File: src/rtl/gf_factor_gen_4_masked.sv
// Masked GF(2^4) shared-factor generator: per-share linear expansion F behind a
// glitch-barrier stage register, then a DEPTH-entry output FIFO. Optional remasking: GF_FACTOR_REMASK_EN.
module gf_factor_gen_4_masked #(
  parameter int DEPTH = 2
) (
  input  logic       clk,
  input  logic       rst_n,
  input  logic       flush,
  input  logic       in_valid,
  output logic       in_ready,
  input  logic [3:0] in_a0,
  input  logic [3:0] in_a1,
  input  logic [3:0] in_b0,
  input  logic [3:0] in_b1,
  input  logic [7:0] in_rnd,
  output logic       out_valid,
  input  logic       out_ready,
  output logic [8:0] out_fa0,
  output logic [8:0] out_fa1,
  output logic [8:0] out_fb0,
  output logic [8:0] out_fb1,
  output logic [2:0] level
);

  localparam logic [2:0] DEPTH_L = 3'(DEPTH);
  localparam logic [1:0] LAST_L  = 2'(DEPTH - 1);

  // F is linear, so it is applied to one share at a time and never mixes shares.
  function automatic logic [8:0] factor_f(input logic [3:0] x);
    logic [1:0] h, l, s;
    h = x[3:2];
    l = x[1:0];
    s = h ^ l;
    return {s[1] ^ s[0], s, h[1] ^ h[0], h, l[1] ^ l[0], l};
  endfunction

  function automatic logic [1:0] ptr_inc(input logic [1:0] p);
    return (p == LAST_L) ? 2'd0 : p + 2'd1;
  endfunction

  logic        stg_vld_q, stg_vld_d;
  logic [15:0] stg_q, stg_d;
  logic [35:0] mem_q [4];
  logic [1:0]  wr_ptr_q, rd_ptr_q;
  logic [2:0]  level_q, level_d;
  logic        full, pop, push, acc;
  logic [35:0] entry, head;

  assign full     = (level_q == DEPTH_L);
  assign out_valid = (level_q != 3'd0);
  assign pop      = out_valid & out_ready;
  assign push     = stg_vld_q & (~full | pop);
  assign in_ready = ~stg_vld_q | push;
  assign acc      = in_valid & in_ready;
  assign level    = level_q;

  always_comb begin
    stg_d = {in_a0, in_a1, in_b0, in_b1};
`ifdef GF_FACTOR_REMASK_EN
    stg_d = stg_d ^ {in_rnd[3:0], in_rnd[3:0], in_rnd[7:4], in_rnd[7:4]};
`endif
  end

`ifndef GF_FACTOR_REMASK_EN
  logic unused_rnd;
  assign unused_rnd = ^in_rnd;
`endif

  always_comb begin
    stg_vld_d = stg_vld_q;
    if (acc)       stg_vld_d = 1'b1;
    else if (push) stg_vld_d = 1'b0;
    level_d = level_q;
    case ({push, pop})
      2'b10:   level_d = level_q + 3'd1;
      2'b01:   level_d = level_q - 3'd1;
      default: level_d = level_q;
    endcase
  end

  assign entry = {factor_f(stg_q[15:12]), factor_f(stg_q[11:8]),
                  factor_f(stg_q[7:4]),   factor_f(stg_q[3:0])};

  always_ff @(posedge clk or negedge rst_n) begin
    if (!rst_n) begin
      stg_vld_q <= 1'b0;
      wr_ptr_q  <= 2'd0;
      rd_ptr_q  <= 2'd0;
      level_q   <= 3'd0;
    end else if (flush) begin
      stg_vld_q <= 1'b0;
      wr_ptr_q  <= 2'd0;
      rd_ptr_q  <= 2'd0;
      level_q   <= 3'd0;
    end else begin
      stg_vld_q <= stg_vld_d;
      level_q   <= level_d;
      if (push) wr_ptr_q <= ptr_inc(wr_ptr_q);
      if (pop)  rd_ptr_q <= ptr_inc(rd_ptr_q);
    end
  end

  // Data path carries no reset; validity is tracked by the control flops above.
  always_ff @(posedge clk) begin
    if (acc)  stg_q <= stg_d;
    if (push) mem_q[wr_ptr_q] <= entry;
  end

  assign head    = out_valid ? mem_q[rd_ptr_q] : 36'd0;
  assign out_fa0 = head[35:27];
  assign out_fa1 = head[26:18];
  assign out_fb0 = head[17:9];
  assign out_fb1 = head[8:0];

endmodule

File: config.mk
export PLATFORM = sky130hd
export DESIGN_NAME = gf_factor_gen_4_masked
export DESIGN_NICKNAME = d
export VERILOG_FILES = /design/src/rtl/gf_factor_gen_4_masked.sv
export SDC_FILE = /design/constraint.sdc
export NUM_CORES = 1
export LEC_CHECK = 0
export CORE_ASPECT_RATIO = 0.6
export CORE_UTILIZATION = 45
export DETAILED_ROUTE_END_ITERATION = 8
export GPL_TIMING_DRIVEN = 1
export PLACE_DENSITY_LB_ADDON = 0.15
export SLEW_MARGIN = 25
export SYNTH_ARGS = -nofsm -noshare
export SYNTH_HDL_FRONTEND = slang
export SYNTH_SLANG_ARGS = --single-unit
File: constraint.sdc
create_clock -name clk -period 3.9 [get_ports clk]
set_input_delay 0.78 -clock clk [delete_from_list [all_inputs] [get_ports clk]]
set_output_delay 0.78 -clock clk [all_outputs]
set_load 0.01 [all_outputs]
### Word-level counts from Yosys, hierarchy flattened

Memory sizes are Yosys's and may differ from the RTL's.
Index checks and enable logic that the tools add are counted.

| word-level totals | value |
|---|---|
| bits in registers | 24 |
| memory bits (writable) | 144 |
| input port bits | 29 |
| output and inout bits | 41 |
| word-level logic and storage cells | 57 |
| memories | 1 |

| cells by class | value |
|---|---|
| add/subtract/negate cells | 4 |
| eq/ne operators | 5 |
| mux-type cells | 14 |
| bitwise operators | 23 |
| reductions and logical operators | 5 |

Memory list:

| name | depth | bits a word | rd ports | clocked after memory_dff | wr ports | RTL line | source |
|---|---|---|---|---|---|---|---|
| mem_q | 4 | 36 | 1 | 0 | 1 | 43 | `logic [35:0] mem_q [4];` |

Operator list:

| kind | count |
|---|---|
| $mux W36 | 1 |
| $mux W2 | 6 |
| $xor A1 B1 Y1 | 12 |
| $reduce_bool A3 Y1 | 3 |
| $xor A2 B2 Y2 | 4 |
| $eq A2 B1 Y1 const B | 3 |
| $pmux W3 S2 | 1 |
| $mux W1 | 5 |
| $add A2 B1 Y2 const B | 2 |
| $reduce_bool A2 Y1 | 2 |
| $add A3 B1 Y3 const B | 1 |
| $and A1 B1 Y1 | 3 |
| $eq A3 B2 Y1 const B | 1 |
| $mux W3 | 1 |
| $sub A3 B1 Y3 const B | 1 |
| $eq A2 B2 Y1 const B | 1 |
| $not A1 Y1 | 2 |
| $or A1 B1 Y1 | 2 |

### Logic depth before layout (Yosys ltp)

Gate-level depths: netlist of the first run.

| logic depth | value |
|---|---|
| word-level depth | 8 |
| depth in mapped cells | 7 |
| mapped depth without buffers | 6 |

### Least setup slack after synthesis of the first run

Ideal clock, no wire load.

| timing | value |
|---|---|
| path kind | in2reg |
| start point | in out_ready |
| end point | mem mem_q[0][0] (enable) |
| setup time | 0.429 ns |
| arrival | 2.870 ns |
| required time | 3.471 ns |
| path slack | 0.601 ns |
| stages on the path | 4 |
| path buffers | 1 |
| cell sequence | buf_4 > nor4b_2 > or3_1 > nor2_1 |

| between the ends | value |
|---|---|
| cells in the longest elaborated chain, start to end | 5 |

Ends and longest elaborated chain:

| item | RTL line | source |
|---|---|---|
| start: declaration | 17 | `input logic out_ready,` |
| $and A1 B1 Y1 | 51 | `assign pop = out_valid & out_ready;` |
| $or A1 B1 Y1 | 52 | `assign push = stg_vld_q & (~full \| pop);` |
| $and A1 B1 Y1 | 52 |  |
| $mux W1 | 106 | `if (push) mem_q[wr_ptr_q] <= entry;` |
| $mux W1 (not written as such) | 106 |  |
| end: declaration | 43 |  |

Every way passes these cells.

### Final worst setup path of the first run

| timing | value |
|---|---|
| start point | reg rd_ptr_q[0] |
| end point | out out_fb0[0] |

| between the ends | value |
|---|---|
| cells in the longest elaborated chain, start to end | 2 |

Ends and longest elaborated chain:

| item | RTL line | source |
|---|---|---|
| start: declaration | 44 | `logic [1:0] wr_ptr_q, rd_ptr_q;` |
| start signal: assignment | 99 | `if (pop) rd_ptr_q <= ptr_inc(rd_ptr_q);` |
| $mem_v2 Z4 W36 | n/a |  |
| $mux W36 | 109 | `assign head = out_valid ? mem_q[rd_ptr_q] : 36'd0;` |
| end: declaration | 20 | `output logic [8:0] out_fb0,` |

Every way passes these cells.

==> summary.txt, run 1 <==
Power and ir drop
  – Psw: 0.877 mW
  – Switching power share of the total: 21.1%
  – Sequential power share: 50.4%
  – Power Density: 512 nW/um^2
  – Clock Power Share: 40.1%
  – Lkg Pwr: 2.60 nW
  – Combinational power share: 9.5%
  – Total power: 4.15 mW
  – Worst VDD drop: 0.363 mV
  – Int Pwr: 3.27 mW

Global route
  – Initial antenna violation count: 0
  – First-pass GRT wire length: 18,600 um
  – Congestion Overflow GR: 0
  – GRT Overall Usage: 16.9%
  – Largest net degree at the start of global routing: 37
  – Vias in the first global route: 3,292

Place
  – DP Cell Count: 569
  – GP Congestion: 0.700
  – Final HPWL DP: 6850 um
  – PortBufs: 61

Clocking
  – Max H-tree Level: 4
  – Clock Latency Late Sink: 0.41 ns
  – Number of gates resized after CTS: 0
  – Post-CTS setup repair buffer count: 0
  – Cts bufs inserted: 17
  – CTS Hold Buffers Added: 0
  – CTS tree: done
  – Root Driver: clkbuf_16
  – Clk pin slew, worst setup/hold paths: 0.06 ns
  – Sinks on Clock Net: 168
  – Clock Tree Buf Depth: 2

Die
  – FP Rows: 33
  – Die footprint: 15,200 sq um
  – # IOs: 70
  – Die Wd: 159 um
  – Core area: 14,000 sq um
  – Initial core utilization: 47.4%
  – Die Y: 96.0 um

Detailed routing
  – Drt drc: 0
  – DR iter-0 viols: 162
  – Drt first pass iters: 5
  – Post-route ant nets: 0
  – Via/cell ratio: 5.26
  – Routed vias: 3,159
  – WL/cell: 19.6 um
  – Final WL: 11,800 um

Final layout
  – Non-filler instance count after layout: 601
  – Area Growth Syn to Fin: 22.1%
  – Layout cells sized above 1: 19.6%
  – Core Util, Final: 57.9%
  – Final nets: 426
  – Total inserted antenna cells: 0

Run
  – Max Cap Viol: 0

Synthesis
  – Avg Synthesized Cell Area: 20.3 sq um
  – Number of flops mapped to enable cells by yosys: 160
  – Seq/Total Area, Yosys: 75.5%
  – Synth Flop Type: edfxtp_1
  – Area leader, netlist: edfxtp_1
  – Ys Warns: 0
  – Syn nets: 356
  – Yosys top cell area share: 72.4%
  – Async set-reset flop share out of synthesis: 4.76%
  – Mapped cell area: 6630 sq um
  – Top cells by area, synth: edfxtp_1 72%, mux4_2 12%, and2_1 3.5%
  – Most frequent cells after synthesis: 160 x edfxtp_1, 37 x and2_1, 36 x mux4_2, 21 x xor2_1
  – Most common cell in the netlist: edfxtp_1
  – Synth unique cells: 35
  – Synthesized flop and latch total: 168
  – Mapped Cells: 326

Timing
  – FMAX: 292 MHz
  – Final cycle utilization of the critical path: 87.7%
  – Slew Limit Fails: 0
  – RSZ-0062 raised after global routing: false
  – Setup TNS: 0 ns
  – Final setup fails: 0
  – WHS: 0.569 ns
  – Final-report hold violation count: 0
  – Relative slew slack: 59.4%
  – Tightest Pin Transition: 0.608 ns
  – Min cycle time layout: 3.42 ns
  – Worst Clk Skew: 0.0102 ns

Critical path
  – Worst path arrival time: 2.64 ns
  – Reg2Reg Setup Slack: 1.62 ns
  – CP endpoint kind: primary output
  – WS Path Type: reg2out
  – Max FO, Critical Path: 24
  – Type of origin of the critical path: flip-flop
  – Worst EP required: 3.12 ns

Worst hold path
  – Worst hold path type: reg2reg

Status
  – Status: finished, final reports clean
## metrics by stage
stage	cell area (sq um)	setup WS, ns
after floorplan	6630	0.601
after global placement	7510	0.683
after detailed placement	7510	0.636
after CTS	8100	0.397
after global routing	8100	0.322
final	8100	0.479
## worst paths after layout
path / startpoint / end / depth (start not counted)
min in group asynchronous: rst_n / wr_ptr_q[0] / 1
max in group asynchronous: rst_n / rd_ptr_q[0] / 1
setup / recovery: rd_ptr_q[0] / out_fb0[0] / 4
setup reg to reg: stg_vld_q / mem_q[0][5] / 4
hold reg to reg: wr_ptr_q[0] / wr_ptr_q[0] / 2
hold / removal: wr_ptr_q[0] / wr_ptr_q[0] / 2
## layer usage
metal | routed length (um) | GRT usage, % | vias to the layer above | share of wire [%]
met5 | 0 | 0 | - | 0
met4 | 97 | 5.91 | 0 | 0.82
met3 | 372 | 3.40 | 9 | 3.2
met2 | 5570 | 26.7 | 65 | 47
met1 | 5770 | 23.8 | 1657 | 49
li1 | - | - | 1428 | -
## critical path: stages (launching register included)
cell,delay [ns]
dfrtp_2,0.71
buf_12,0.30
mux4_2,0.56
and2_1,0.18
clkdlybuf4s50_1,0.47
## flip-flops by register name, summed over array words and instances, names as in the netlist
| signal | cells |
|---|---|
| mem_q | 144 |
| stg_vld_q | 1 |
| rd_ptr_q | 2 |
| level | 3 |
| wr_ptr_q | 2 |
| stg_q | 16 |
## power groups by stage
stage                     Sequential, mW  Combinational [mW]  Clock (mW)
final                               2.09               0.396        1.66
after CTS                           2.09               0.405        1.70
after floorplan                     2.11               0.230           0
after global placement              2.13               0.397           0
after global routing                2.10               0.431        1.77
after detailed placement            2.13               0.403           0
## cells in the final DEF, fill, tap and decap left out, drive strengths merged, types with 2 or more instances in the layout
cell type,n
nor2,8
clkdlybuf4s50,61
nor4bb,2
or3,2
and2,37
buf,7
inv,7
dfrtp,8
o21ai,3
bufinv,3
nor3,2
mux4,36
clkbuf,21
edfxtp,160
o221ai,2
a21oi,5
nor3b,2
clkinv,3
xor2,21
nand2b,3
clkinvlp,3
## logic make-up after synthesis
family                   after synthesis  synth area share [%]
AND/OR/NAND/NOR                       61                  5.79
adder cells (fa/ha/maj)                1                 0.302
XOR/XNOR                              21                  2.77
flip-flops                           168                  75.5
buffers and inverters                 22                  1.70
multiplexers                          37                  12.4
AO/OA/AOI/OAI                         16                  1.58
## cell type report
cell class,count,area (sq um)
clock buffers,21,440
clock inverters,11,148
fillers,1047,5900
inverters,5,18.8
multi-input cells,136,1550
flip-flops and latches,168,5010
well taps,192,240
repair buffers,68,701
No activity file was read; power rests on OpenSTA's default activity.
==> run 2: changes to the inputs <==
Settings changed: CORE_ASPECT_RATIO 0.6 to 1.75.
==> run 2 against run 1 <==
  * Total power up 0.21%
  * Worst hold slack better by 0.015 ns
  * Clock skew up 0.0011 ns
  * Critical path depth unchanged
  * Flip-flop and latch count unchanged
  * Worst setup slack better by 0.047 ns
  * Critical endpoint is now out_fb0[5]
  * Highest routed layer unchanged
==> summary.txt, run 2 (same netlist as run 1, synthesis figures left out) <==
Timing
  – Final setup fails: 0 (unchanged)
  – Min cycle time layout: 3.37 ns (-0.0475 ns)
  – RSZ-0062 raised after global routing: false
  – FMAX: 296 MHz (+1.4%)
  – Final-report hold violation count: 0 (unchanged)
  – Relative slew slack: 59.7% (+0.25 points)
  – Slew Limit Fails: 0 (unchanged)
  – Tightest Pin Transition: 0.605 ns (-0.00306 ns)
  – Setup TNS: 0 ns (unchanged)
  – Final cycle utilization of the critical path: 86.5% (-1.2 points)
  – Worst Clk Skew: 0.0113 ns (+0.00114 ns)

Critical path
  – Worst path arrival time: 2.59 ns (-0.05 ns)
  – CP endpoint kind: primary output
  – Worst EP required: 3.12 ns (about the same)
  – WS Path Type: reg2out
  – Max FO, Critical Path: 15 (-38%)
  – Type of origin of the critical path: flip-flop

Clocking
  – CTS tree: done
  – Clock Tree Buf Depth: 2 (unchanged)
  – Cts bufs inserted: 17 (unchanged)
  – Root Driver: clkbuf_16
  – Number of gates resized after CTS: 0 (unchanged)
  – Max H-tree Level: 4 (unchanged)
  – CTS Hold Buffers Added: 0 (unchanged)
  – Post-CTS setup repair buffer count: 0 (unchanged)
  – Clk pin slew, worst setup/hold paths: 0.06 ns (about the same)
  – Clock Latency Late Sink: 0.41 ns (about the same)
  – Sinks on Clock Net: 168 (unchanged)

Detailed routing
  – Final WL: 12,000 um (+1.3%)
  – Drt drc: 0 (unchanged)
  – Post-route ant nets: 0 (unchanged)
  – Via/cell ratio: 5.33 (+1.4%)
  – DR iter-0 viols: 109 (-33%)
  – WL/cell: 20.2 um (+2.8%)
  – Routed vias: 3,155 (-0.13%)
  – Drt first pass iters: 4 (-1)

Worst hold path
  – Worst hold path type: reg2reg

Die
  – Initial core utilization: 46.2% (-1.2 points)
  – FP Rows: 58 (+76%)
  – Die Y: 163 um (+69%)
  – Die Wd: 93.8 um (-41%)
  – Core area: 14,400 sq um (+2.7%)
  – Die footprint: 15,200 sq um (about the same)
  – # IOs: 70 (unchanged)

Global route
  – Vias in the first global route: 3,348 (+1.7%)
  – First-pass GRT wire length: 18,500 um (-0.45%)
  – Initial antenna violation count: 0 (unchanged)
  – GRT Overall Usage: 17.4% (+0.45 points)
  – Congestion Overflow GR: 0 (unchanged)
  – Largest net degree at the start of global routing: 37 (unchanged)

Final layout
  – # fillers: 1,145 (+9.4%)
  – Largest Register: mem_q
  – Layout cells sized above 1: 20.4% (+0.83 points)
  – Commonest non-fill, non-tap cell in the layout: edfxtp_1
  – Design Area, Final: 8090 sq um (-0.12%)
  – Most frequent cells in the layout: 160 x edfxtp_1, 61 x clkdlybuf4s50_1, 37 x and2_1
  – Final nets: 429 (+0.70%)
  – Max reg flops: 144 (unchanged)
  – Area Growth Syn to Fin: 22.0%
  – Non-filler instance count after layout: 592 (-1.5%)
  – Total inserted antenna cells: 0 (unchanged)

Status
  – Status: finished, final reports clean

Place
  – GP Congestion: 0.698 (-0.17%)
  – DP Cell Count: 560 (-1.6%)
  – Final HPWL DP: 7230 um (+5.5%)
  – PortBufs: 61 (unchanged)
  – Dpl cell area: 7490 sq um (-0.23%)

Power and ir drop
  – Total power: 4.16 mW (+0.21%)
  – Power Density: 514 nW/um^2 (+0.34%)
  – Worst VDD drop: 0.267 mV (-27%)
  – Lkg Pwr: 2.62 nW (+0.80%)

Run
  – Max Cap Viol: 0 (unchanged)
run 2: area by class of cell:
cell class	instances	area, sq um	share of cell area (%)
clock buffer	21	450	5.57
clock inverter	11	146	1.81
inverter	5	18.8	0.232
multi-input combinational	136	1550	19.1
sequential	168	5010	61.9
tap	180	225	2.78
timing repair buffer	71	698	8.63
run 2: power breakdown:
group | internal [mW] | total [mW] | switching (mW)
clock | 1.03 | 1.68 | 0.652
sequential | 2.05 | 2.09 | 0.0417
combinational | 0.213 | 0.392 | 0.179
total | 3.29 | 4.16 | 0.872
run 2: final timing paths:
path / start / to / slack (ns) / cells past startpoint
max reg2reg: stg_vld_q / mem_q[2][31] / 1.61 / 4
min: wr_ptr_q[0] / wr_ptr_q[0] / 0.58 / 2
min in group asynchronous: rst_n / wr_ptr_q[0] / 0.65 / 1
max: rd_ptr_q[0] / out_fb0[5] / 0.53 / 4
max in group asynchronous: rst_n / rd_ptr_q[0] / 2.94 / 1
min reg2reg: wr_ptr_q[0] / wr_ptr_q[0] / 0.58 / 2
run 2: through the flow:
stage / setup slack [ns] / hold slack [ns] / utilization (%)
after floorplan: 0.601 / 0.484 / -
after global routing: 0.340 / 0.632 / 56.3
final: 0.526 / 0.585 / 56.3
after detailed placement: 0.635 / 0.574 / 52.2
after CTS: 0.447 / 0.583 / 56.3
after global placement: 0.664 / 0.547 / 52.2
run 2: per-layer routing:
layer / GRT usage (%) / vias up / share of wire (%)
met5: 0 / - / 0
met4: 6.50 / 0 / 1.4
met3: 4.15 / 14 / 3.1
met2: 31.5 / 61 / 56
met1: 19.4 / 1642 / 39
li1: - / 1438 / -
run 2: worst max-delay path: stages, from the launching register on:
cell             delay [ns]
dfrtp_2                0.67
buf_4                  0.32
mux4_2                 0.51
and2_1                 0.19
clkdlybuf4s50_1        0.48
==> run 3: changes to the inputs <==
Settings changed: CTS_CLUSTER_SIZE from default to 20.
==> results of run 3 <==
The final DEF is identical to that of run 2; final timing and power are the same.
